File: config.mk
export PLATFORM = sky130hd
export DESIGN_NAME = fifo_uart_tx_flat
export DESIGN_NICKNAME = d
export VERILOG_FILES = /design/src/rtl/fifo_uart_tx_pkg.sv /design/src/rtl/fifo_uart_tx_if.sv /design/src/rtl/uart_baud_tick.sv /design/src/rtl/fifo_uart_tx.sv /design/src/flat_wrapper.sv
export SDC_FILE = /design/constraint.sdc
export NUM_CORES = 1
export LEC_CHECK = 0
export ABC_CLOCK_PERIOD_IN_PS = 4000
export CAP_MARGIN = 20
export CELL_PAD_IN_SITES_DETAIL_PLACEMENT = 1
export CELL_PAD_IN_SITES_GLOBAL_PLACEMENT = 2
export CORE_MARGIN = 4
export CORE_UTILIZATION = 35
export CTS_BUF_LIST = sky130_fd_sc_hd__clkbuf_4 sky130_fd_sc_hd__clkbuf_8
export DETAILED_ROUTE_END_ITERATION = 16
export GPL_TIMING_DRIVEN = 0
export PLACE_DENSITY = 0.89
export SLEW_MARGIN = 10
export SYNTH_ARGS = -nofsm -noshare
export SYNTH_HDL_FRONTEND = slang
export SYNTH_SLANG_ARGS = --single-unit
File: constraint.sdc
create_clock -name clk -period 4 [get_ports clk]
set_input_delay 0.4 -clock clk [delete_from_list [all_inputs] [get_ports clk]]
set_output_delay 0.4 -clock clk [all_outputs]
set_load 0.02 [all_outputs]
File: src/rtl/fifo_uart_tx_pkg.sv
// Shared constants for the buffered serial transmit path: frame geometry,
// line idle level and the transmitter state encoding.
package fifo_uart_tx_pkg;

    localparam int   DEFAULT_DWIDTH       = 8;
    localparam int   DEFAULT_CLKS_PER_BIT = 434;   // 50 MHz / 115200 baud
    localparam logic UART_IDLE_LEVEL      = 1'b1;

    typedef enum logic [2:0] {
        ST_IDLE  = 3'd0,
        ST_FETCH = 3'd1,
        ST_START = 3'd2,
        ST_DATA  = 3'd3,
        ST_STOP  = 3'd4
    } tx_state_t;

endpackage

File: src/rtl/fifo_uart_tx_if.sv
// FIFO read port as seen between the FIFO (slave) and its consumer (master).
interface fifo_uart_tx_if
    import fifo_uart_tx_pkg::*;
#(
    parameter int DWIDTH = DEFAULT_DWIDTH
);

    logic              fifo_empty;
    logic [DWIDTH-1:0] fifo_dout;
    logic              fifo_rd_en;

    modport master (input fifo_empty, input fifo_dout, output fifo_rd_en);
    modport slave  (output fifo_empty, output fifo_dout, input fifo_rd_en);

endinterface

File: src/rtl/uart_baud_tick.sv
// Bit-period counter: counts 0..CLKS_PER_BIT-1 while enabled and flags the
// terminal count as a one-cycle tick; clear forces it back to zero.
module uart_baud_tick #(
    parameter int CLKS_PER_BIT = 434
) (
    input  logic clk,
    input  logic rst,
    input  logic i_en,
    input  logic i_clr,
    output logic o_tick
);

    localparam int            CW   = (CLKS_PER_BIT > 1) ? $clog2(CLKS_PER_BIT) : 1;
    localparam logic [CW-1:0] TERM = CW'(CLKS_PER_BIT - 1);

    logic [CW-1:0] r_cnt;

    // Returning to zero at the tick keeps the count from ever passing TERM.
    always_ff @(posedge clk) begin
        if (rst || i_clr || o_tick) begin
            r_cnt <= '0;
        end else if (i_en) begin
            r_cnt <= r_cnt + CW'(1);
        end
    end

    assign o_tick = i_en && (r_cnt == TERM);

endmodule

File: src/rtl/fifo_uart_tx.sv
// Pops words from a registered-output FIFO and sends each one as an 8N1
// UART frame, LSB first.
module fifo_uart_tx
    import fifo_uart_tx_pkg::*;
#(
    parameter int DWIDTH       = DEFAULT_DWIDTH,
    parameter int CLKS_PER_BIT = DEFAULT_CLKS_PER_BIT
) (
    input  logic           clk,
    input  logic           rst,
    input  logic           tx_en,
    fifo_uart_tx_if.master fifo,
    output logic           tx,
    output logic           busy,
    output logic           frame_done
);

    localparam int            IW       = $clog2(DWIDTH + 1);
    localparam logic [IW-1:0] LAST_BIT = IW'(DWIDTH - 1);

    tx_state_t         r_state;
    tx_state_t         w_state_next;
    logic [DWIDTH-1:0] r_shreg;
    logic [DWIDTH-1:0] w_shreg_next;
    logic [IW-1:0]     r_bit_idx;
    logic [IW-1:0]     w_bit_idx_next;
    logic              r_tx;
    logic              w_tx_next;
    logic              r_busy;
    logic              r_frame_done;
    logic              w_done_next;
    logic              w_rd_en;
    logic              w_baud_en;
    logic              w_baud_clr;
    logic              w_tick;

    assign w_rd_en         = (r_state == ST_IDLE) && tx_en && !fifo.fifo_empty && !rst;
    assign fifo.fifo_rd_en = w_rd_en;

    assign w_baud_en  = (r_state == ST_START) || (r_state == ST_DATA) || (r_state == ST_STOP);
    assign w_baud_clr = (w_state_next != r_state);

    uart_baud_tick #(
        .CLKS_PER_BIT(CLKS_PER_BIT)
    ) u_baud (
        .clk   (clk),
        .rst   (rst),
        .i_en  (w_baud_en),
        .i_clr (w_baud_clr),
        .o_tick(w_tick)
    );

    always_comb begin
        w_state_next   = r_state;
        w_shreg_next   = r_shreg;
        w_bit_idx_next = r_bit_idx;
        w_done_next    = 1'b0;
        case (r_state)
            ST_IDLE: begin
                if (w_rd_en) begin
                    w_state_next = ST_FETCH;
                end
            end
            ST_FETCH: begin
                w_shreg_next   = fifo.fifo_dout;
                w_bit_idx_next = '0;
                w_state_next   = ST_START;
            end
            ST_START: begin
                if (w_tick) begin
                    w_bit_idx_next = '0;
                    w_state_next   = ST_DATA;
                end
            end
            ST_DATA: begin
                if (w_tick) begin
                    w_shreg_next   = r_shreg >> 1;
                    w_bit_idx_next = r_bit_idx + IW'(1);
                    if (r_bit_idx == LAST_BIT) begin
                        w_state_next = ST_STOP;
                    end
                end
            end
            ST_STOP: begin
                if (w_tick) begin
                    w_state_next = ST_IDLE;
                    w_done_next  = 1'b1;
                end
            end
            default: begin
                w_state_next = ST_IDLE;
            end
        endcase
    end

    // The line level is registered from the next state so tx never glitches.
    always_comb begin
        w_tx_next = UART_IDLE_LEVEL;
        case (w_state_next)
            ST_START: w_tx_next = ~UART_IDLE_LEVEL;
            ST_DATA:  w_tx_next = w_shreg_next[0];
            default:  w_tx_next = UART_IDLE_LEVEL;
        endcase
    end

    always_ff @(posedge clk) begin
        if (rst) begin
            r_state      <= ST_IDLE;
            r_shreg      <= '0;
            r_bit_idx    <= '0;
            r_tx         <= UART_IDLE_LEVEL;
            r_busy       <= 1'b0;
            r_frame_done <= 1'b0;
        end else begin
            r_state      <= w_state_next;
            r_shreg      <= w_shreg_next;
            r_bit_idx    <= w_bit_idx_next;
            r_tx         <= w_tx_next;
            r_busy       <= (w_state_next != ST_IDLE);
            r_frame_done <= w_done_next;
        end
    end

    assign tx         = r_tx;
    assign busy       = r_busy;
    assign frame_done = r_frame_done;

endmodule
File: src/flat_wrapper.sv
// flat-port wrapper written by rule: the top's interface ports become plain ports
module fifo_uart_tx_flat import fifo_uart_tx_pkg::*;
#(
    parameter int DWIDTH       = DEFAULT_DWIDTH,
    parameter int CLKS_PER_BIT = DEFAULT_CLKS_PER_BIT
)
  (clk, rst, tx_en, tx, busy, frame_done, fifo_fifo_empty, fifo_fifo_dout, fifo_fifo_rd_en);
  fifo_uart_tx_if #(.DWIDTH(DWIDTH)) fifo_i ();
  input  logic clk;
  input  logic rst;
  input  logic tx_en;
  output logic tx;
  output logic busy;
  output logic frame_done;
  input wire logic [$bits(fifo_i.fifo_empty)-1:0] fifo_fifo_empty;
  input wire logic [$bits(fifo_i.fifo_dout)-1:0] fifo_fifo_dout;
  output wire logic [$bits(fifo_i.fifo_rd_en)-1:0] fifo_fifo_rd_en;
  assign fifo_i.fifo_empty = fifo_fifo_empty;
  assign fifo_i.fifo_dout = fifo_fifo_dout;
  assign fifo_fifo_rd_en = fifo_i.fifo_rd_en;
  fifo_uart_tx #(.DWIDTH(DWIDTH), .CLKS_PER_BIT(CLKS_PER_BIT)) u_core (.clk(clk), .rst(rst), .tx_en(tx_en), .fifo(fifo_i), .tx(tx), .busy(busy), .frame_done(frame_done));
endmodule
After elaboration in Yosys (flattened, before gate mapping)

Cells that the tools add are included.

Multiplexer cells: 13
Bitwise operators: 1
Equality and inequality tests: 11
Add/sub/neg operators: 2
Reduce and logical (&&, ||, !) cells: 17

Operators by type and width:

| operator                                            | count |
|---|---|
| case mux 8 bit (2 select lines)                     | 1 |
| 2-to-1 mux 3 bit                                    | 5 |
| case mux 3 bit (5 select lines)                     | 1 |
| equality test 3 x 2 -> 1 bit, second input constant | 4 |
| case mux 4 bit (3 select lines)                     | 1 |
| adder 9 x 1 -> 9 bit, second input constant         | 1 |
| equality test 9 bit, second input constant          | 1 |
| 2-to-1 mux 4 bit                                    | 2 |
| 2-to-1 mux 8 bit                                    | 1 |
| nonzero test 3 bit                                  | 2 |
| adder 4 x 1 -> 4 bit, second input constant         | 1 |
| equality test 4 x 3 -> 1 bit, second input constant | 1 |
| logical AND 1 bit                                   | 4 |
| logical OR 1 bit                                    | 4 |
| != test 2 bit, second input constant                | 2 |
| equality test 3 x 1 -> 1 bit, second input constant | 1 |
| equality test 3 bit, second input constant          | 1 |
| logical NOT 3 bit                                   | 1 |
| != test 3 bit                                       | 1 |
| AND reduction 3 bit                                 | 1 |
| logical NOT 1 bit                                   | 2 |
| case mux 1 bit (2 select lines)                     | 1 |
| AND reduction 2 bit                                 | 1 |
| nonzero test 2 bit                                  | 1 |
| other kinds (3)                                     | 3 |

Flip-flop bits (word level): 27
Input bits: 12
Word-level logic and storage cells: 52

Depth between registers and ports, before layout

Gate-level depths: netlist of the first run.

Word-level depth: 9
Mapped depth: 8
Gate-level depth less buffers: 6

By module

A second synthesis of the first run with hierarchy kept.

Cells, all modules: 154
Area, all modules: 1322.5 sq um

By module, submodules not included:

| module         | area an instance (sq um) | cells each | seq. area each (sq um) | instances |
|---|---|---|---|---|
| fifo_uart_tx   | 848.3                    | 99         | 360.3                  | 1 |
| uart_baud_tick | 474.2                    | 55         | 180.2                  | 1 |

Least setup slack after synthesis of the first run

OpenSTA, ideal clock, no wires.

Kind: register to register
From: register u_core.u_baud.r_cnt[1]
To: register u_core.u_baud.r_cnt[8]
Clock period less this slack: 1.724 ns
Path buffers: 2
Setup slack: 2.276 ns
Data required time: 3.920 ns
Cell stages (with the launch flop): 9
Library setup time: 0.080 ns
Data arrival time: 1.645 ns
Path through: dfxtp_1 inv_1 ha_1 and4b_1 buf_6 and3_1 o32a_1 buf_6 a211oi_2

Word-level cells in the longest chain between the ends: 7
Elaborated cells on any way between the ends: 10
Those cells by class: 1 x add/sub; 2 x eq/ne; 4 x mux; 3 x reduce/logical

RTL lines:

| what                                       | RTL line                                                   | RTL |
|---|---|---|
| start, declared                            | uart_baud_tick.sv:16                                       | `logic [CW-1:0] r_cnt;` |
| start signal, assigned                     | uart_baud_tick.sv:23                                       | `r_cnt <= r_cnt + CW'(1);` |
| equality test 9 bit                        | uart_baud_tick.sv:27                                       | `assign o_tick = i_en && (r_cnt == TERM);` |
| logical AND 1 bit                          | uart_baud_tick.sv:27                                       |  |
| 2-to-1 mux 3 bit, on equally long branches | fifo_uart_tx.sv:85, fifo_uart_tx.sv:70, fifo_uart_tx.sv:76 |  |
| case mux 3 bit (5 select lines)            | fifo_uart_tx.sv:58                                         | `case (r_state)` |
| != test 3 bit                              | fifo_uart_tx.sv:41                                         | `assign w_baud_clr = (w_state_next != r_state);` |
| logical OR 1 bit (2 in series)             | uart_baud_tick.sv:20                                       | `if (rst \|\| i_clr \|\| o_tick) begin` |

Several ways; a longest one is shown, not always the timed one.
A chain may end at the register's enable or synchronous reset.

Worst setup path after layout of the first run

From: register u_core.r_state[2]
To: output port fifo_fifo_rd_en

Word-level cells in the longest chain between the ends: 4

RTL lines:

| what                            | RTL line            | RTL |
|---|---|---|
| start, declared                 | fifo_uart_tx.sv:21  | `tx_state_t r_state;` |
| start signal, assigned          | fifo_uart_tx.sv:115 | `r_state <= w_state_next;` |
| logical NOT 3 bit               | fifo_uart_tx.sv:37  | `assign w_rd_en = (r_state == ST_IDLE) && tx_en && !fifo.fifo_empty && !rst;` |
| logical AND 1 bit (3 in series) | fifo_uart_tx.sv:37  |  |
| end, declared                   | flat_wrapper.sv:17  | `output wire logic [$bits(fifo_i.fifo_rd_en)-1:0] fifo_fifo_rd_en;` |

No other way between the ends.

==> impl_results.md, run 1 <==
* Status: finished, final reports clean
* Area Growth Syn to Fin at 17.4%
* Grt total ovfl at 0
* Ranking of synthesized cells by area: dfxtp_1 (38%), nand2_1 (5.0%), xor2_1 (4.3%)
* Cts bufs inserted at 3
* First drt pass iteration count at 4
* Starting density of the core at 37.7%
* Fill cells at 455
* Required time worst endpoint at 3.60 ns
* 1st-iter DRT viols at 59
* Fin Setup TNS at 0 ns
* Worst EP arrival at 1.81 ns
* Fin util at 44.2%
* Hold WC Path Type: input pin to flip-flop
* Max-cap violation count at 0
* Die Ht at 72.0 um
* Min-Delay Endpoint: u_core.r_shreg[2]$_SDFFE_PP0P_
* Reg-to-Reg End: u_core.u_baud.r_cnt[7]$_SDFFE_PP0P_
* Post-synth top area share at 37.8%
* Post-synth top cells: dfxtp_1 (27), nand2_1 (19), a21oi_1 (12)
* Horiz. Die Dim at 72.0 um
* Ys Warns at 0
* Avg WL per Cell at 16.7 um
* Reg-to-reg slack, setup at 2.09 ns
* Fmax at 0.452 GHz
* Post-synth EDFFs at 0
* Postcts setup bufs at 0
* R2r worst-path depth at 8
* Post-Syn Nets at 178
* Leading area contributor after synthesis: dfxtp_1
* Yosys cell types at 42
* Root Driver: clkbuf_8
* Clock Latency Late Sink at 0.27 ns
* Area of the multi-input gates at 801 sq um
* Routability Congestion at 0.779
* Reg clk slew, reported paths at 0.09 ns
* Avg Synthesized Cell Area at 8.78 sq um
* Tcrit/Tclk final at 55.3%
* Clk sinks at 27
* Least-Margin Pin Slew at 0.602 ns
* DRC at 0
* DP Wirelength at 2850 um
* First-pass GRT wire length at 6620 um
* DRT antenna net count at 0
* Die ar. at 5180 sq um
* CTS tree: yes
* Vias in the first global route at 1409
* FP Rows at 22
* Post-synth ARST share at 0%
* Port buffer count at 14
* Worst Hold Path Cells at 2
* RSZ-0062 raised after global routing: false
* Rel. slew slack at 59.7%
* Sequential share of the synthesized area at 37.8%
* Crit path kind: flip-flop to primary output
* Count of hold buffers inserted by post-cts repair at 0
* Core area at 3800 sq um
* Most frequent cell after synthesis: dfxtp_1
* GR Util All Layers at 15.7%
* Bufs on Longest Clock Path at 2
* CP Capture Type: primary output
* Worst R2R Start: u_core.u_baud.r_cnt[1]$_SDFFE_PP0P_
* Worst Hold Launch: rst
* Share of cells above drive strength 1 at 11.0%
* Max rail drop VDD at 0.123 mV
* Post-CTS sizing at 0
* Cell Area, Synth at 1430 sq um
* H-tree Lvls at 1
* Post-synthesis cell count at 163
* Static Leakage at 0.586 nW
* Register Area at 541 sq um
* CP startpoint kind: flip-flop
* Main synth FF type: dfxtp_1
* PwrDens at 293 nW/um^2
* Slew Limit Fails at 0
* Nets at 197
* Via count at 1302
* Io pins at 16
* Largest net degree at the start of global routing at 15
* Synth Register Bits at 27
* Crit Path Max Fanout at 10
* N_diodes at 0
* Final setup violation count at 0
* Final hold viol count at 0
* Skew final at 0.00124 ns
* Final min period at 2.21 ns
* WL final at 3830 um
* Initial antenna violation count at 0
* Via/cell ratio at 5.69
==> power breakdown <==
part | switching, mW | total, mW | internal (mW)
Combinational | 0.0279 | 0.0507 | 0.0228
Clock | 0.0867 | 0.165 | 0.0782
Sequential | 0.00267 | 0.276 | 0.274
Total | 0.117 | 0.492 | 0.375
==> critical path, cell delays in order, from the launching register on <==
cell and delay, ns:
dfxtp_1 0.34, buf_2 0.19, nor2_1 0.13, and4b_1 0.26
clkdlybuf4s50_1 0.62
==> registers in the layout, indices dropped and copies added, names as in the netlist <==
register	count
u_core.r_state	3
u_core.busy	1
u_core.r_shreg	8
u_core.r_bit_idx	4
u_core.u_baud.r_cnt	9
u_core.frame_done	1
u_core.tx	1
==> worst max-delay path by stage <==
stage                                   startpoint                             endpoint  slack [ns]  depth (start not counted)
2_1_floorplan  u_core.u_baud.r_cnt[1]$_SDFFE_PP0P_  u_core.u_baud.r_cnt[8]$_SDFFE_PP0P_        2.28                          8
3_3_place_gp                                 tx_en                      fifo_fifo_rd_en        1.87                          3
3_5_place_dp                                 tx_en                      fifo_fifo_rd_en        1.86                          3
4_1_cts               u_core.r_state[2]$_SDFF_PP0_                      fifo_fifo_rd_en        1.76                          4
5_1_grt               u_core.r_state[1]$_SDFF_PP0_                      fifo_fifo_rd_en        1.70                          4
6_report              u_core.r_state[2]$_SDFF_PP0_                      fifo_fifo_rd_en        1.79                          4
==> layout make-up <==
type,count,area share [%]
Clock buffer,4,2.90
Sequential cell,27,32.2
Buffer,9,4.47
Inverter,4,0.894
Multi-Input combinational cell,123,47.7
Tap cell,48,3.57
Timing Repair Buffer,14,8.34
==> through the flow <==
| stage | hold WS, ns | instance area, sq um | cells | total power, mW | setup WS [ns] |
|---|---|---|---|---|---|
| after floorplan | 0.450 | 1430 | 163 | 0.311 | 2.28 |
| after global placement | 0.466 | 1630 | 225 | 0.331 | 1.87 |
| after detailed placement | 0.473 | 1630 | 225 | 0.333 | 1.86 |
| after CTS | 0.438 | 1680 | 229 | 0.497 | 1.76 |
| after global routing | 0.448 | 1680 | 229 | 0.512 | 1.70 |
| final | 0.447 | 1680 | 229 | 0.492 | 1.79 |
==> placed cells by master, fill, tap and decap left out, drive strengths merged, types with 2 or more instances in the layout <==
master / instances
ha: 3
and4b: 2
nor2: 10
nor3: 12
dfxtp: 27
a211oi: 2
buf: 8
clkbuf: 5
nand2: 19
or3: 2
and3: 3
nor2b: 2
xor2: 7
nand2b: 2
a311oi: 6
o211ai: 3
a31oi: 4
a21oi: 12
inv: 3
nand3: 5
clkdlybuf4s50: 14
o2111ai: 3
and2: 2
o31ai: 2
nand3b: 3
o21ai: 7
==> cell families after synthesis <==
logic type | Yosys count | share of synthesized area [%]
multiplexers | 1 | 0.787
XOR/XNOR | 7 | 4.28
adder cells (fa/ha/maj) | 3 | 2.62
buffers and inverters | 13 | 6.29
AND/OR/NAND/NOR | 69 | 27.3
AO/OA/AOI/OAI | 43 | 21.0
flip-flops | 27 | 37.8
==> per-layer routing <==
layer	GRT usage, %	vias up	wire, um
li1	-	638	-
met1	20.5	646	1900
met2	27.4	14	1830
met3	1.66	4	72
met4	3.97	0	26
met5	0	-	0
(Power assumes the default switching activity.)
==> run 2, diff against run 1 <==
--- a/config.mk
+++ b/config.mk
@@ -5,7 +5,7 @@
 export SDC_FILE = /design/constraint.sdc
 export NUM_CORES = 1
 export LEC_CHECK = 0
-export ABC_CLOCK_PERIOD_IN_PS = 4000
+export ABC_CLOCK_PERIOD_IN_PS = 2300
 export CAP_MARGIN = 20
 export CELL_PAD_IN_SITES_DETAIL_PLACEMENT = 1
 export CELL_PAD_IN_SITES_GLOBAL_PLACEMENT = 2
==> constraint.sdc (replaced) <==
create_clock -name clk -period 2.3 [get_ports clk]
set_input_delay 0.23 -clock clk [delete_from_list [all_inputs] [get_ports clk]]
set_output_delay 0.23 -clock clk [all_outputs]
set_load 0.02 [all_outputs]
==> results of run 2 <==
Same layout as run 1 (identical final DEF). Status: finished, final reports clean.
Main changes from that run: setup slack after placement 1.86 ns -> 0.396 ns; setup slack after layout 1.79 ns -> 0.256 ns; hold slack 0.447 ns -> 0.277 ns; register-to-register setup slack 2.09 ns -> 0.39 ns; total power 0.492 mW -> 0.855 mW; worst IR drop on VDD 0.123 mV -> 0.215 mV
==> run 3, diff against run 2 <==
--- a/config.mk
+++ b/config.mk
@@ -14,6 +14,7 @@
 export CTS_BUF_LIST = sky130_fd_sc_hd__clkbuf_4 sky130_fd_sc_hd__clkbuf_8
 export DETAILED_ROUTE_END_ITERATION = 16
 export GPL_TIMING_DRIVEN = 0
+export HOLD_SLACK_MARGIN = 0.08
 export PLACE_DENSITY = 0.89
 export SLEW_MARGIN = 10
 export SYNTH_ARGS = -nofsm -noshare
==> results of run 3 <==
Same layout as run 1 (identical final DEF). Status: finished, final reports clean.
Main changes from that run: setup slack after placement 1.86 ns -> 0.396 ns; setup slack after layout 1.79 ns -> 0.256 ns; hold slack 0.447 ns -> 0.277 ns; register-to-register setup slack 2.09 ns -> 0.39 ns; total power 0.492 mW -> 0.855 mW; worst IR drop on VDD 0.123 mV -> 0.215 mV
